**config.mk**
```make
export PLATFORM = sky130hd
export DESIGN_NAME = dram_cpu_arb
export DESIGN_NICKNAME = d
export VERILOG_FILES = /design/src/rtl/dram_cpu_arb_pkg.sv /design/src/rtl/dram_slot_ctr.sv /design/src/rtl/dram_cpu_arb.sv
export SDC_FILE = /design/constraint.sdc
export NUM_CORES = 1
export LEC_CHECK = 0
export BUFFER_PORTS_ARGS = -buffer_cell sky130_fd_sc_hd__buf_2
export CELL_PAD_IN_SITES_DETAIL_PLACEMENT = 0
export CELL_PAD_IN_SITES_GLOBAL_PLACEMENT = 2
export CORE_ASPECT_RATIO = 1.4
export CORE_MARGIN = 5
export CORE_UTILIZATION = 22
export CTS_CLUSTER_DIAMETER = 100
export DETAILED_ROUTE_END_ITERATION = 10
export PLACE_DENSITY = 0.72
export SYNTH_ARGS = -nofsm -noshare
export SYNTH_HDL_FRONTEND = slang
export SYNTH_SLANG_ARGS = --single-unit
```
**constraint.sdc**
```tcl
create_clock -name clk -period 1.35 [get_ports clk]
set_input_delay 0.135 -clock clk [delete_from_list [all_inputs] [get_ports clk]]
set_output_delay 0.135 -clock clk [all_outputs]
set_load 0.01 [all_outputs]
```
**src/rtl/dram_cpu_arb_pkg.sv**
```systemverilog
// Shared types and constants for the DRAM CPU/video slot arbiter.
// Optional refresh support is enabled with the DRAM_REFRESH_EN macro.
package dram_cpu_arb_pkg;

   localparam int ADDR_W = 21;

   // All-ones word address marks a refresh command to the controller.
   localparam logic [ADDR_W-1:0] REF_ADDR = {ADDR_W{1'b1}};

   typedef enum logic [2:0] {
      IDLE   = 3'd0,
      CPU_RD = 3'd1,
      CPU_WR = 3'd2,
      VID    = 3'd3,
      REF    = 3'd4
   } owner_t;

   // Byte enables for a CPU byte write: high byte lives in bits 15:8.
   function automatic logic [1:0] wr_bsel(input logic hi_byte);
      return hi_byte ? 2'b10 : 2'b01;
   endfunction

endpackage

```
**src/rtl/dram_slot_ctr.sv**
```systemverilog
// Refresh slot counter: counts slot boundaries (c3) and flags refresh_due
// once REF_PERIOD-1 slots have passed since reset or the last refresh.
// Only instantiated when DRAM_REFRESH_EN is defined.
module dram_slot_ctr #(
   parameter int REF_PERIOD = 96
) (
   input  logic clk,
   input  logic rst,
   input  logic c3,
   input  logic ref_grant,
   output logic refresh_due
);

   localparam int CNT_W = $clog2(REF_PERIOD);
   localparam logic [CNT_W-1:0] CNT_LAST = CNT_W'(REF_PERIOD - 1);

   logic [CNT_W-1:0] slot_cnt;

   // Count slots, restart on refresh grant, hold at the due point.
   always_ff @(posedge clk) begin
      if (rst) begin
         slot_cnt <= '0;
      end else if (c3) begin
         if (ref_grant) begin
            slot_cnt <= '0;
         end else if (slot_cnt != CNT_LAST) begin
            slot_cnt <= slot_cnt + 1'b1;
         end
      end
   end

   assign refresh_due = (slot_cnt == CNT_LAST);

endmodule

```
**src/rtl/dram_cpu_arb.sv**
```systemverilog
// DRAM slot arbiter between the Z80 memory port and the video fetcher.
// One controller command per 4-clk slot (c0..c3); ownership is decided at
// c3 and applies from the next c0. Read data is returned to the CPU side
// with a strobe/latch handshake.
// Optional refresh slots: define DRAM_REFRESH_EN.
//
// owner  | meaning
// -------+----------------------------------------------
// IDLE   | no command this slot
// CPU_RD | CPU word read, data captured at mem_rdvalid
// CPU_WR | CPU byte write, no data return
// VID    | video fetch, data passed through on vid_strobe
// REF    | refresh command (only with refresh enabled)
module dram_cpu_arb
   import dram_cpu_arb_pkg::*;
#(
   parameter int VID_RUN_MAX = 4,
   parameter int REF_PERIOD  = 96
) (
   input  logic              clk,
   input  logic              rst,
   input  logic              c0,
   input  logic              c1,
   input  logic              c2,
   input  logic              c3,
   input  logic              cpu_req,
   input  logic              cpu_rnw,
   input  logic [ADDR_W-1:0] cpu_addr,
   input  logic              cpu_wrbsel,
   input  logic [7:0]        cpu_wrdata,
   output logic              cpu_next,
   output logic              cpu_strobe,
   output logic              cpu_latch,
   output logic [15:0]       cpu_rddata,
   input  logic              vid_req,
   input  logic [ADDR_W-1:0] vid_addr,
   output logic              vid_strobe,
   output logic              mem_req,
   output logic              mem_rnw,
   output logic [ADDR_W-1:0] mem_addr,
   output logic [1:0]        mem_bsel,
   output logic [15:0]       mem_wrdata,
   input  logic [15:0]       mem_rddata,
   input  logic              mem_rdvalid
);

   localparam int RUN_W = $clog2(VID_RUN_MAX + 1);
   localparam logic [RUN_W-1:0] RUN_MAX = RUN_W'(VID_RUN_MAX);

   owner_t           owner;
   owner_t           owner_nxt;
   logic [RUN_W-1:0] vid_run;
   logic             refresh_due;
   logic             starve;
   logic             cpu_grant;
   logic             vid_grant;
   logic             ref_grant;
   logic             rd_capture;
   logic [2:0]       latch_cnt;

`ifdef DRAM_REFRESH_EN
   dram_slot_ctr #(
      .REF_PERIOD (REF_PERIOD)
   ) u_slot_ctr (
      .clk         (clk),
      .rst         (rst),
      .c3          (c3),
      .ref_grant   (ref_grant),
      .refresh_due (refresh_due)
   );

   // Only c0 and c3 carry decisions; c1/c2 are part of the phase bundle.
   logic unused_phase;
   assign unused_phase = &{1'b0, c1, c2};
`else
   assign refresh_due = 1'b0;

   logic unused_phase;
   assign unused_phase = &{1'b0, c1, c2, ref_grant, REF_PERIOD[0]};
`endif

   assign starve   = (vid_run == RUN_MAX);
   assign cpu_next = !refresh_due && (!vid_req || starve);

   // Owner register: changes only at the slot boundary.
   always_ff @(posedge clk) begin
      if (rst) begin
         owner <= IDLE;
      end else begin
         owner <= owner_nxt;
      end
   end

   // Grant decision at c3 plus per-slot command/strobe outputs.
   always_comb begin
      owner_nxt  = owner;
      cpu_grant  = 1'b0;
      vid_grant  = 1'b0;
      ref_grant  = 1'b0;
      if (c3) begin
         if (refresh_due) begin
            owner_nxt = REF;
            ref_grant = 1'b1;
         end else if (cpu_req && cpu_next) begin
            owner_nxt = cpu_rnw ? CPU_RD : CPU_WR;
            cpu_grant = 1'b1;
         end else if (vid_req) begin
            owner_nxt = VID;
            vid_grant = 1'b1;
         end else begin
            owner_nxt = IDLE;
         end
      end

      mem_req = 1'b0;
      case (owner)
         CPU_RD, CPU_WR, VID: mem_req = c0;
`ifdef DRAM_REFRESH_EN
         REF:                 mem_req = c0;
`endif
         default:             mem_req = 1'b0;
      endcase

      vid_strobe = mem_rdvalid && (owner == VID);
      rd_capture = mem_rdvalid && (owner == CPU_RD);
   end

   // Consecutive video grants while the CPU waits; saturates at the cap.
   always_ff @(posedge clk) begin
      if (rst) begin
         vid_run <= '0;
      end else if (c3) begin
         if (cpu_grant || !cpu_req) begin
            vid_run <= '0;
         end else if (vid_grant && !starve) begin
            vid_run <= vid_run + 1'b1;
         end
      end
   end

   // Command fields captured at grant and held for the whole slot.
   always_ff @(posedge clk) begin
      if (rst) begin
         mem_addr   <= '0;
         mem_rnw    <= 1'b0;
         mem_bsel   <= 2'b00;
         mem_wrdata <= '0;
      end else if (cpu_grant) begin
         mem_addr   <= cpu_addr;
         mem_rnw    <= cpu_rnw;
         mem_bsel   <= cpu_rnw ? 2'b11 : wr_bsel(cpu_wrbsel);
         mem_wrdata <= {cpu_wrdata, cpu_wrdata};
      end else if (vid_grant) begin
         mem_addr   <= vid_addr;
         mem_rnw    <= 1'b1;
         mem_bsel   <= 2'b11;
      end else if (ref_grant) begin
         mem_addr   <= REF_ADDR;
         mem_rnw    <= 1'b1;
         mem_bsel   <= 2'b11;
      end
   end

   // CPU read return: capture data, strobe next clk, hold latch for 4 clks.
   always_ff @(posedge clk) begin
      if (rst) begin
         cpu_rddata <= '0;
         cpu_strobe <= 1'b0;
         latch_cnt  <= 3'd0;
      end else begin
         cpu_strobe <= rd_capture;
         if (rd_capture) begin
            cpu_rddata <= mem_rddata;
            latch_cnt  <= 3'd4;
         end else if (latch_cnt != 3'd0) begin
            latch_cnt  <= latch_cnt - 3'd1;
         end
      end
   end

   assign cpu_latch = (latch_cnt != 3'd0);

endmodule

```
==> results of run 1 <==
timing repair:
item / in CTS / in global routing
resized for setup: 32 / 26
hold endpoints to repair: 1 / 0
endpoints found under the setup margin: 26 / 38
buffers inserted: 6 / 2
hold buffers: 1 / 0
pin swaps: 10 / 28
cloned: 2 / 1
worst register-to-register path: cells and delay by family (launching register included):
| family | cells | cell delay (ns) |
|---|---|---|
| flops | 1 | 0.32 |
| simple gates | 1 | 0.34 |
| fa+ha+maj | 1 | 0.15 |
| buf+inv | 3 | 0.35 |
| compound gates | 2 | 0.21 |
flip-flops by register name (all words and copies together), names as in the netlist:
signal and flops:
latch_cnt 3, mem_addr 21, cpu_strobe 1, owner 2, cpu_rddata 16, vid_run 3
mem_rnw 1, mem_bsel 2, mem_wrdata 8
worst paths after layout:
path              slack (ns)                       start                           to
setup reg to reg       -0.08     vid_run[0]$_SDFFE_PP0P_        owner[1]$_SDFFE_PP0P_
hold / removal          0.02              mem_rddata[10]  cpu_rddata[10]$_SDFFE_PP0P_
setup / recovery       -0.08     vid_run[0]$_SDFFE_PP0P_        owner[1]$_SDFFE_PP0P_
hold reg to reg         0.47  cpu_rddata[5]$_SDFFE_PP0P_   cpu_rddata[5]$_SDFFE_PP0P_
area by class of cell:
type	count	area [sq um]
Clock inverter	7	46.3
Fill cell	1208	7350
Timing Repair Buffer	170	1070
Inverter	9	33.8
Multi-Input combinational cell	170	1340
Sequential cell	57	1150
Tap cell	144	180
Clock buffer	9	225
per-layer routing:
layer,track usage,vias up,wire [microns]
met1,0.144,1229,3590
met3,0.0395,10,560
li1,-,1273,-
met4,0.0547,0,204
met5,0,-,0
met2,0.218,90,4700
cells by family (layout without fill, tap and decap cells):
group | count (synthesis) | in the layout
muxes | 1 | 1
xor gates and xnor gates | 1 | 1
and+or+nand+nor | 76 | 76
DFF | 57 | 57
AOI/OAI and AO/OA | 87 | 87
buffers and inverters | 42 | 195
adders and majority gates | 5 | 5
metrics by stage:
stage               area [sq um]  instances   util
floorplan                   2560        269      -
global placement            3430        538  0.301
detailed placement          3430        538  0.301
CTS                         3900        563  0.342
global route                4040        566  0.355
finish                      4040        566  0.355
cells in the final DEF (no fill, tap or decap), types with 2 or more instances in the layout:
cell        count
and2_1          3
ha_4            3
inv_2           6
nor2_1         25
o21ai_4         4
buf_6           9
buf_4          20
nand3_1        29
ha_1            2
a311oi_1        2
nand2_1         6
a21oi_1        10
buf_12          4
clkinv_2        3
o21ai_0         8
nor3_1          2
o21ai_2        10
inv_1           3
a22o_1         16
o21ai_1         9
buf_2         133
clkinvlp_4      3
dfxtp_2         4
clkbuf_16      10
dfxtp_1        53
nand3_2         4
a311oi_2       19
a31oi_1         2
power groups by stage:
stage	logic, uW	clock network [uW]	registers [uW]
2_1_floorplan	470	0	1920
3_3_place_gp	848	0	1890
5_1_grt	1200	2220	1880
4_1_cts	1020	2130	1860
6_report	1090	2070	1860
3_5_place_dp	857	0	1890
==> flow_summary.toml, run 1 <==
[run_status]
status = "finished with violations"
violations = "negative setup slack"

[sta]
tns_ns = -0.769
fin_worst_skew_ns = 0.00588
hold_viol = 0
maxSlewViolCount = 0
setup_viol = 21
fmax_ghz = 0.699
setup_ws_ns = -0.0799
slew_headroom = 0.709
tightest_slew_ns = 0.436
fin_crit_ns = 1.43
rsz0062_at_grt = "yes"
finalCritPeriodShare = 1.06
hold_slack_ns = 0.0192

[grt]
gr-total-overflow = 0
antenna_found_initial = 0
grt_max_degree = 30
grt_pass1_vias = 2629
grt_pass1_wl_mm = 13.4
track_usage = 0.127

[finish]
drive_gt1_frac = 0.571
diodes = 0
nNetsFinal = 499
syn2layout_area_growth_pct = 58.0

[setup_path]
path_cells = "inv_2 > ha_4 > a21boi_4 > buf_6 > buf_6 > or3_1 > a31oi_1"
cp_max_fo = 6
crit_top_cell = "buf_6"
crit_required_ns = 1.60
path_class = "reg -> reg"
arrival_ns = 1.68
cp_top_family = "buffers and inverters"
max_stage_delay_ns = 0.34
critPathLaunchType = "flip-flop"
worst-path-stages = 7
crit_buf_inv = 3
worstRegToRegCells = 7
crit_path_end_kind = "flip-flop"
cp_slowest_cell = "or3_1"

[power]
clock_power_share = 0.413
swShare = 0.286
p_total_uw = 5020
powerDensity_mw_per_mm2 = 1240
leakage_uw = 0.00179
max-vdd-ir-drop_v = 0.000514
seqPwrFrac = 0.371
power.switching_uw = 1430
p_comb_frac = 0.216
power.internal_uw = 3590

[synthesis]
synth_top_family_by_area = "compound AO/OA/AOI/OAI gates"
synth_fp_nets = 351
yosys_warnings = 0
yosysTopAreaCell = "dfxtp_1"
synth_compound_area_frac = 0.282
synthAdderAreaFrac = 0.0244
synthXorXnorAreaFrac = 0.00342
synth_common_cells = "dfxtp_1, nand3_1, nor2_1"
ys_ff_latch = 57
synth_mux_area_frac = 0.00391
synth_cell_types = 34
ys_top_cells_by_area = "dfxtp_1, a311oi_2, nand3_1, a22o_1, buf_4"
yosysMostFrequentCell = "dfxtp_1"
async_flop_share = 0
seq_area_frac_synth = 0.446
yosysTopAreaCellShare = 0.446
netlist_area_sq_mm = 0.00256
synth-simple-area-share = 0.144
synthCells = 269
synthFlopType = "dfxtp_1"
synth_edf_count = 0
synth_area_per_cell_sq_um = 9.52

[floorplanning]
ios = 138
die_h_microns = 138
die_x_microns = 101
fp-row-count = 46
initial_core_util = 0.225
fp.coreArea_sq_mm = 0.0114
dieArea_sq_mm = 0.0139

[clock_network]
clk_latency_ns = 0.33
cts_tree = "built"
cts_max_level = 3
clk_pin_slew_ns = 0.06
cts-root-buf = "clkbuf_16"
clock_sinks = 57
cts_buffers = 9
clockBufferDepth = 2

[placed_design]
globalplace.congestion = 0.728
pre_cts_slack_ns = -0.0939
dp_hpwl_mm = 6.45
port_buffers = 135

[detailed_routing]
vias = 2602
totalWireLength_mm = 9.06
drtAntennaViolNets = 0
via_per_inst = 4.60
firstDrtPassIters = 4
wl_per_cell_microns = 16.0
drt_iter0_drc = 93
post-route-drc-count = 0

[hold_path]
holdCritPathClass = "in -> reg"
holdPathStages = 2

[job]
cap_viol_max_count = 0
Note: power is estimated with default switching activity, not from simulation.
==> run 2, diff against run 1 <==
Settings changed: CORE_UTILIZATION 22 to 23, CTS_BUF_LIST from default to sky130_fd_sc_hd__clkbuf_8, PLACE_DENSITY 0.72 to 0.75.
==> flow_summary.toml, run 2 (same netlist as run 1, synthesis figures left out) <==
[sta]
fmax_ghz = 0.706
tightest_slew_ns = 0.283
fin_worst_skew_ns = 0.00531
fin_crit_ns = 1.42
setup_viol = 21
hold_viol = 0
setup_ws_ns = -0.0669
rsz0062_at_grt = "yes"
finalCritPeriodShare = 1.05
slew_headroom = 0.812
tns_ns = -0.827
maxSlewViolCount = 0

[setup_path]
arrival_ns = 1.28
cp_max_fo = 2
crit_path_end_kind = "output port"
r2r-end = "mem_addr[13]$_SDFFE_PP0P_"
crit_buf_inv = 4
max_stage_delay_ns = 0.33
cp_slowest_cell = "dfxtp_2"
cp_top_family = "flip-flops"
critPathLaunchType = "flip-flop"
path_class = "reg -> out"
crit_required_ns = 1.22
path_cells = "inv_2 > ha_4 > a21boi_4 > inv_2 > buf_6 > buf_6"
reg2reg_from = "vid_run[0]$_SDFFE_PP0P_"
reg2reg_setup_slack_ns = -0.06
worstRegToRegCells = 7

[detailed_routing]
firstDrtPassIters = 4
post-route-drc-count = 0
drtAntennaViolNets = 0
via_per_inst = 4.53
vias = 2598
totalWireLength_mm = 8.72
drt_iter0_drc = 58
wl_per_cell_microns = 15.2

[finish]
seq_area_sq_mm = 0.00115
drive_gt1_frac = 0.542
final_common_cell = "buf_2"
layout_common_cells = "buf_2, dfxtp_1, nand3_1"
multi_input_comb_area_sq_mm = 0.00132
nNetsFinal = 510
reg_top3 = "mem_addr x21, cpu_rddata x16, mem_wrdata x8"
largest_register = "mem_addr"
largest_reg_flops = 21
diodes = 0
syn2layout_area_growth_pct = 57.9
fillers = 1117

[placed_design]
globalplace.congestion = 0.734
pre_cts_slack_ns = -0.125
dp_hpwl_mm = 6.08
port_buffers = 135

[clock_network]
clock_sinks = 57
clockBufferDepth = 2
cts_max_level = 3
cts_buffers = 9
cts_tree = "built"
clk_latency_ns = 0.33
clk_pin_slew_ns = 0.06
cts-root-buf = "clkbuf_8"

[floorplanning]
dieArea_sq_mm = 0.0134
fp-row-count = 45
fp.coreArea_sq_mm = 0.0109
initial_core_util = 0.236
ios = 138
die_h_microns = 135
die_x_microns = 99.2

[hold_path]
min_to = "cpu_rddata[9]$_SDFFE_PP0P_"
holdCritPathClass = "in -> reg"
hp-start = "mem_rddata[9]"
holdPathStages = 2

[run_status]
status = "finished with violations"
violations = "negative setup slack"

[grt]
track_usage = 0.127
gr-total-overflow = 0
grt_pass1_wl_mm = 13.3
antenna_found_initial = 0
grt_max_degree = 40
grt_pass1_vias = 2651

[power]
leakage_uw = 0.00181
powerDensity_mw_per_mm2 = 1080
max-vdd-ir-drop_v = 0.000372

[job]
cap_viol_max_count = 0
run 2: changes by cell type in the layout (fill, tap and decap cells not counted), sizes merged:
cell / delta
dlygate4sd3: +12
clkinv: +1
buf: -3
clkbuf: +3
clkinvlp: -3
run 2: cell type report:
class | count | area share
clock inverter | 5 | 0.00588
clock buffer | 10 | 0.0341
tap | 141 | 0.0437
inverter | 9 | 0.00836
sequential | 57 | 0.284
timing repair buffer | 181 | 0.299
multi-input combinational | 170 | 0.325
run 2: routing by layer:
layer | wire (microns) | vias up | track usage
li1 | - | 1295 | -
met1 | 3440 | 1217 | 0.140
met3 | 476 | 13 | 0.0367
met5 | 0 | - | 0
met2 | 4570 | 73 | 0.222
met4 | 232 | 0 | 0.0600
run 2: worst max-delay path by stage:
stage	startpoint	to	slack (ns)	cells past startpoint
after floorplan	vid_run[0]$_SDFFE_PP0P_	mem_addr[3]$_SDFFE_PP0P_	0.007	7
after global placement	vid_run[0]$_SDFFE_PP0P_	mem_addr[13]$_SDFFE_PP0P_	-0.08	6
after detailed placement	vid_run[0]$_SDFFE_PP0P_	mem_addr[13]$_SDFFE_PP0P_	-0.12	6
after CTS	vid_run[0]$_SDFFE_PP0P_	mem_addr[13]$_SDFFE_PP0P_	-0.12	7
after global routing	vid_run[0]$_SDFFE_PP0P_	cpu_next	-0.18	6
final	vid_run[0]$_SDFFE_PP0P_	cpu_next	-0.07	6
run 2: timing repair:
action,CTS,global route
pin swaps,4,26
buffers inserted,5,2
resized for setup,16,30
hold buffers,13,0
gates cloned,0,4
endpoints found under the hold margin,13,0
setup endpoints to repair,32,36
run 2: per-stage QoR:
stage	hold slack [ns]	cell area, sq um	std cells	utilization	total power [uW]
after floorplan	0.227	2560	269	-	2390
after global routing	0.0101	4040	573	0.372	4620
after detailed placement	0.358	3440	534	0.317	2750
final	0.0284	4040	573	0.372	4350
after global placement	0.353	3440	534	0.317	2740
after CTS	0.00000974	3830	567	0.352	4340
run 2: power breakdown:
group | leakage, uW | internal, uW | total, uW | switching, uW
logic | 0.00125 | 598 | 1130 | 534
clock network | 0.0000929 | 685 | 1360 | 674
registers | 0.000469 | 1800 | 1860 | 60.4
==> run 3, diff against run 2 <==
Settings changed: CORE_UTILIZATION 23 to 27, CTS_CLUSTER_DIAMETER 100 to default, PLACE_DENSITY 0.75 to 0.83.
Clock period 1.35 ns to 1.7 ns, I/O delays scaled along.
==> flow_summary.toml, run 3 (same netlist as run 1, synthesis figures left out) <==
[grt]
grt_max_degree = 35
antenna_found_initial = 0
gr-total-overflow = 0
track_usage = 0.140
grt_pass1_vias = 2581
grt_pass1_wl_mm = 12.6

[finish]
syn2layout_area_growth_pct = 39.4
reg_top3 = "mem_addr x21, cpu_rddata x16, mem_wrdata x8"
multi_input_comb_area_sq_mm = 0.00117
seq_area_sq_mm = 0.00114
largest_reg_flops = 21
largest_register = "mem_addr"
layout_common_cells = "buf_2, dfxtp_1, nand3_1"
fillers = 989
nNetsFinal = 477
final_util = 0.382
final_common_cell = "buf_2"
drive_gt1_frac = 0.470
diodes = 0

[clock_network]
clockBufferDepth = 2
clk_pin_slew_ns = 0.07
clock_sinks = 57
cts_tree = "built"
cts_max_level = 3
cts-root-buf = "clkbuf_8"
cts_buffers = 9
clk_latency_ns = 0.34

[floorplanning]
fp-row-count = 42
die_h_microns = 125
initial_core_util = 0.274
ios = 138
fp.coreArea_sq_mm = 0.00935
die_x_microns = 92.3
dieArea_sq_mm = 0.0116

[setup_path]
crit_path_end_kind = "output port"
critPathLaunchType = "flip-flop"
path_cells = "inv_1 > ha_2 > a21boi_4 > inv_2 > buf_2"
cp-startpoint = "vid_run[0]$_SDFFE_PP0P_"
max_stage_delay_ns = 0.33
path_class = "reg -> out"
reg2reg_setup_slack_ns = 0.11
crit_required_ns = 1.53
worstRegToRegCells = 7
arrival_ns = 1.42
reg2reg_from = "vid_run[0]$_SDFFE_PP0P_"
cp_slowest_cell = "dfxtp_2"
r2r-end = "mem_addr[14]$_SDFFE_PP0P_"
cp_max_fo = 12

[run_status]
status = "finished clean"

[detailed_routing]
post-route-drc-count = 0
via_per_inst = 4.86
drtAntennaViolNets = 0
vias = 2481
drt_iter0_drc = 108
firstDrtPassIters = 5
wl_per_cell_microns = 15.8
totalWireLength_mm = 8.05

[power]
powerDensity_mw_per_mm2 = 1030
leakage_uw = 0.00163
power.switching_uw = 951
power.internal_uw = 2740
p_total_uw = 3690
p_comb_frac = 0.177
clock_power_share = 0.424
swShare = 0.258
max-vdd-ir-drop_v = 0.000398
seqPwrFrac = 0.399

[placed_design]
globalplace.congestion = 0.732
port_buffers = 135
dp_hpwl_mm = 5.93
pre_cts_slack_ns = 0.127

[sta]
rsz0062_at_grt = "no"
setup_ws_ns = 0.107
slew_headroom = 0.692
fin_crit_ns = 1.59
fin_worst_skew_ns = 0.00974
fmax_ghz = 0.628
tns_ns = 0
hold_viol = 0
maxSlewViolCount = 0
finalCritPeriodShare = 0.937
tightest_slew_ns = 0.461
setup_viol = 0

[job]
cap_viol_max_count = 0

[hold_path]
holdPathStages = 2
holdCritPathClass = "in -> reg"
min_to = "mem_bsel[0]$_SDFFE_PP0P_"
hp-start = "cpu_wrbsel"
## run 3: changes by cell type in the layout (fill, tap and decap cells not counted), moves of 6 or more
cell,change
buf_6,-6
o21ai_1,+9
dlygate4sd3_1,-13
buf_4,-12
o21ai_2,-10
## run 3: power groups by stage
stage	Sequential (uW)	Clock [uW]	Combinational (uW)
3_5_place_dp	1500	0	665
6_report	1470	1560	652
5_1_grt	1480	1670	724
2_1_floorplan	1530	0	373
3_3_place_gp	1500	0	656
4_1_cts	1470	1620	671
## run 3: worst max path at each step
| stage | endpoint | slack [ns] | cells past startpoint |
|---|---|---|---|
| 2_1_floorplan | mem_addr[3]$_SDFFE_PP0P_ | 0.29 | 7 |
| 3_3_place_gp | mem_addr[10]$_SDFFE_PP0P_ | 0.19 | 7 |
| 6_report | cpu_next | 0.11 | 5 |
| 4_1_cts | cpu_next | 0.005 | 6 |
| 5_1_grt | mem_addr[14]$_SDFFE_PP0P_ | 0.006 | 7 |
| 3_5_place_dp | mem_addr[14]$_SDFFE_PP0P_ | 0.13 | 6 |
## run 3: stage by stage
step	instance area, sq um	cells	hold WS (ns)
3_5_place_dp	3320	494	0.389
2_1_floorplan	2560	269	0.262
6_report	3570	510	0.0345
3_3_place_gp	3320	494	0.383
4_1_cts	3580	511	0.0132
5_1_grt	3570	510	0.0140
## run 3: area by class of cell
cell class                      count  area share
Clock buffer                       10      0.0386
Tap cell                          110      0.0386
Multi-Input combinational cell    170       0.329
Inverter                            9     0.00946
Clock inverter                      6      0.0298
Timing Repair Buffer              148       0.234
Sequential cell                    57       0.320
## run 3: routing by layer
| layer | up-vias | part of all wire | track usage |
|---|---|---|---|
| met3 | 15 | 0.060 | 0.0385 |
| li1 | 1224 | - | - |
| met1 | 1163 | 0.39 | 0.148 |
| met4 | 0 | 0.030 | 0.0761 |
| met5 | - | 0 | 0 |
| met2 | 79 | 0.52 | 0.248 |
## run 3: timing repair
action	4_1_cts	5_1_grt
gates resized for setup	2	1
endpoints found under the setup margin	1	1
buffers inserted	1	0
hold buffers	0	0
pin swaps	1	0
## run 3: critical path, delay by kind of cell, from the launching register on
kind | cells | cell delay (ns)
buf+inv | 3 | 0.47
fa+ha+maj | 1 | 0.22
compound gates | 1 | 0.07
flops | 1 | 0.33
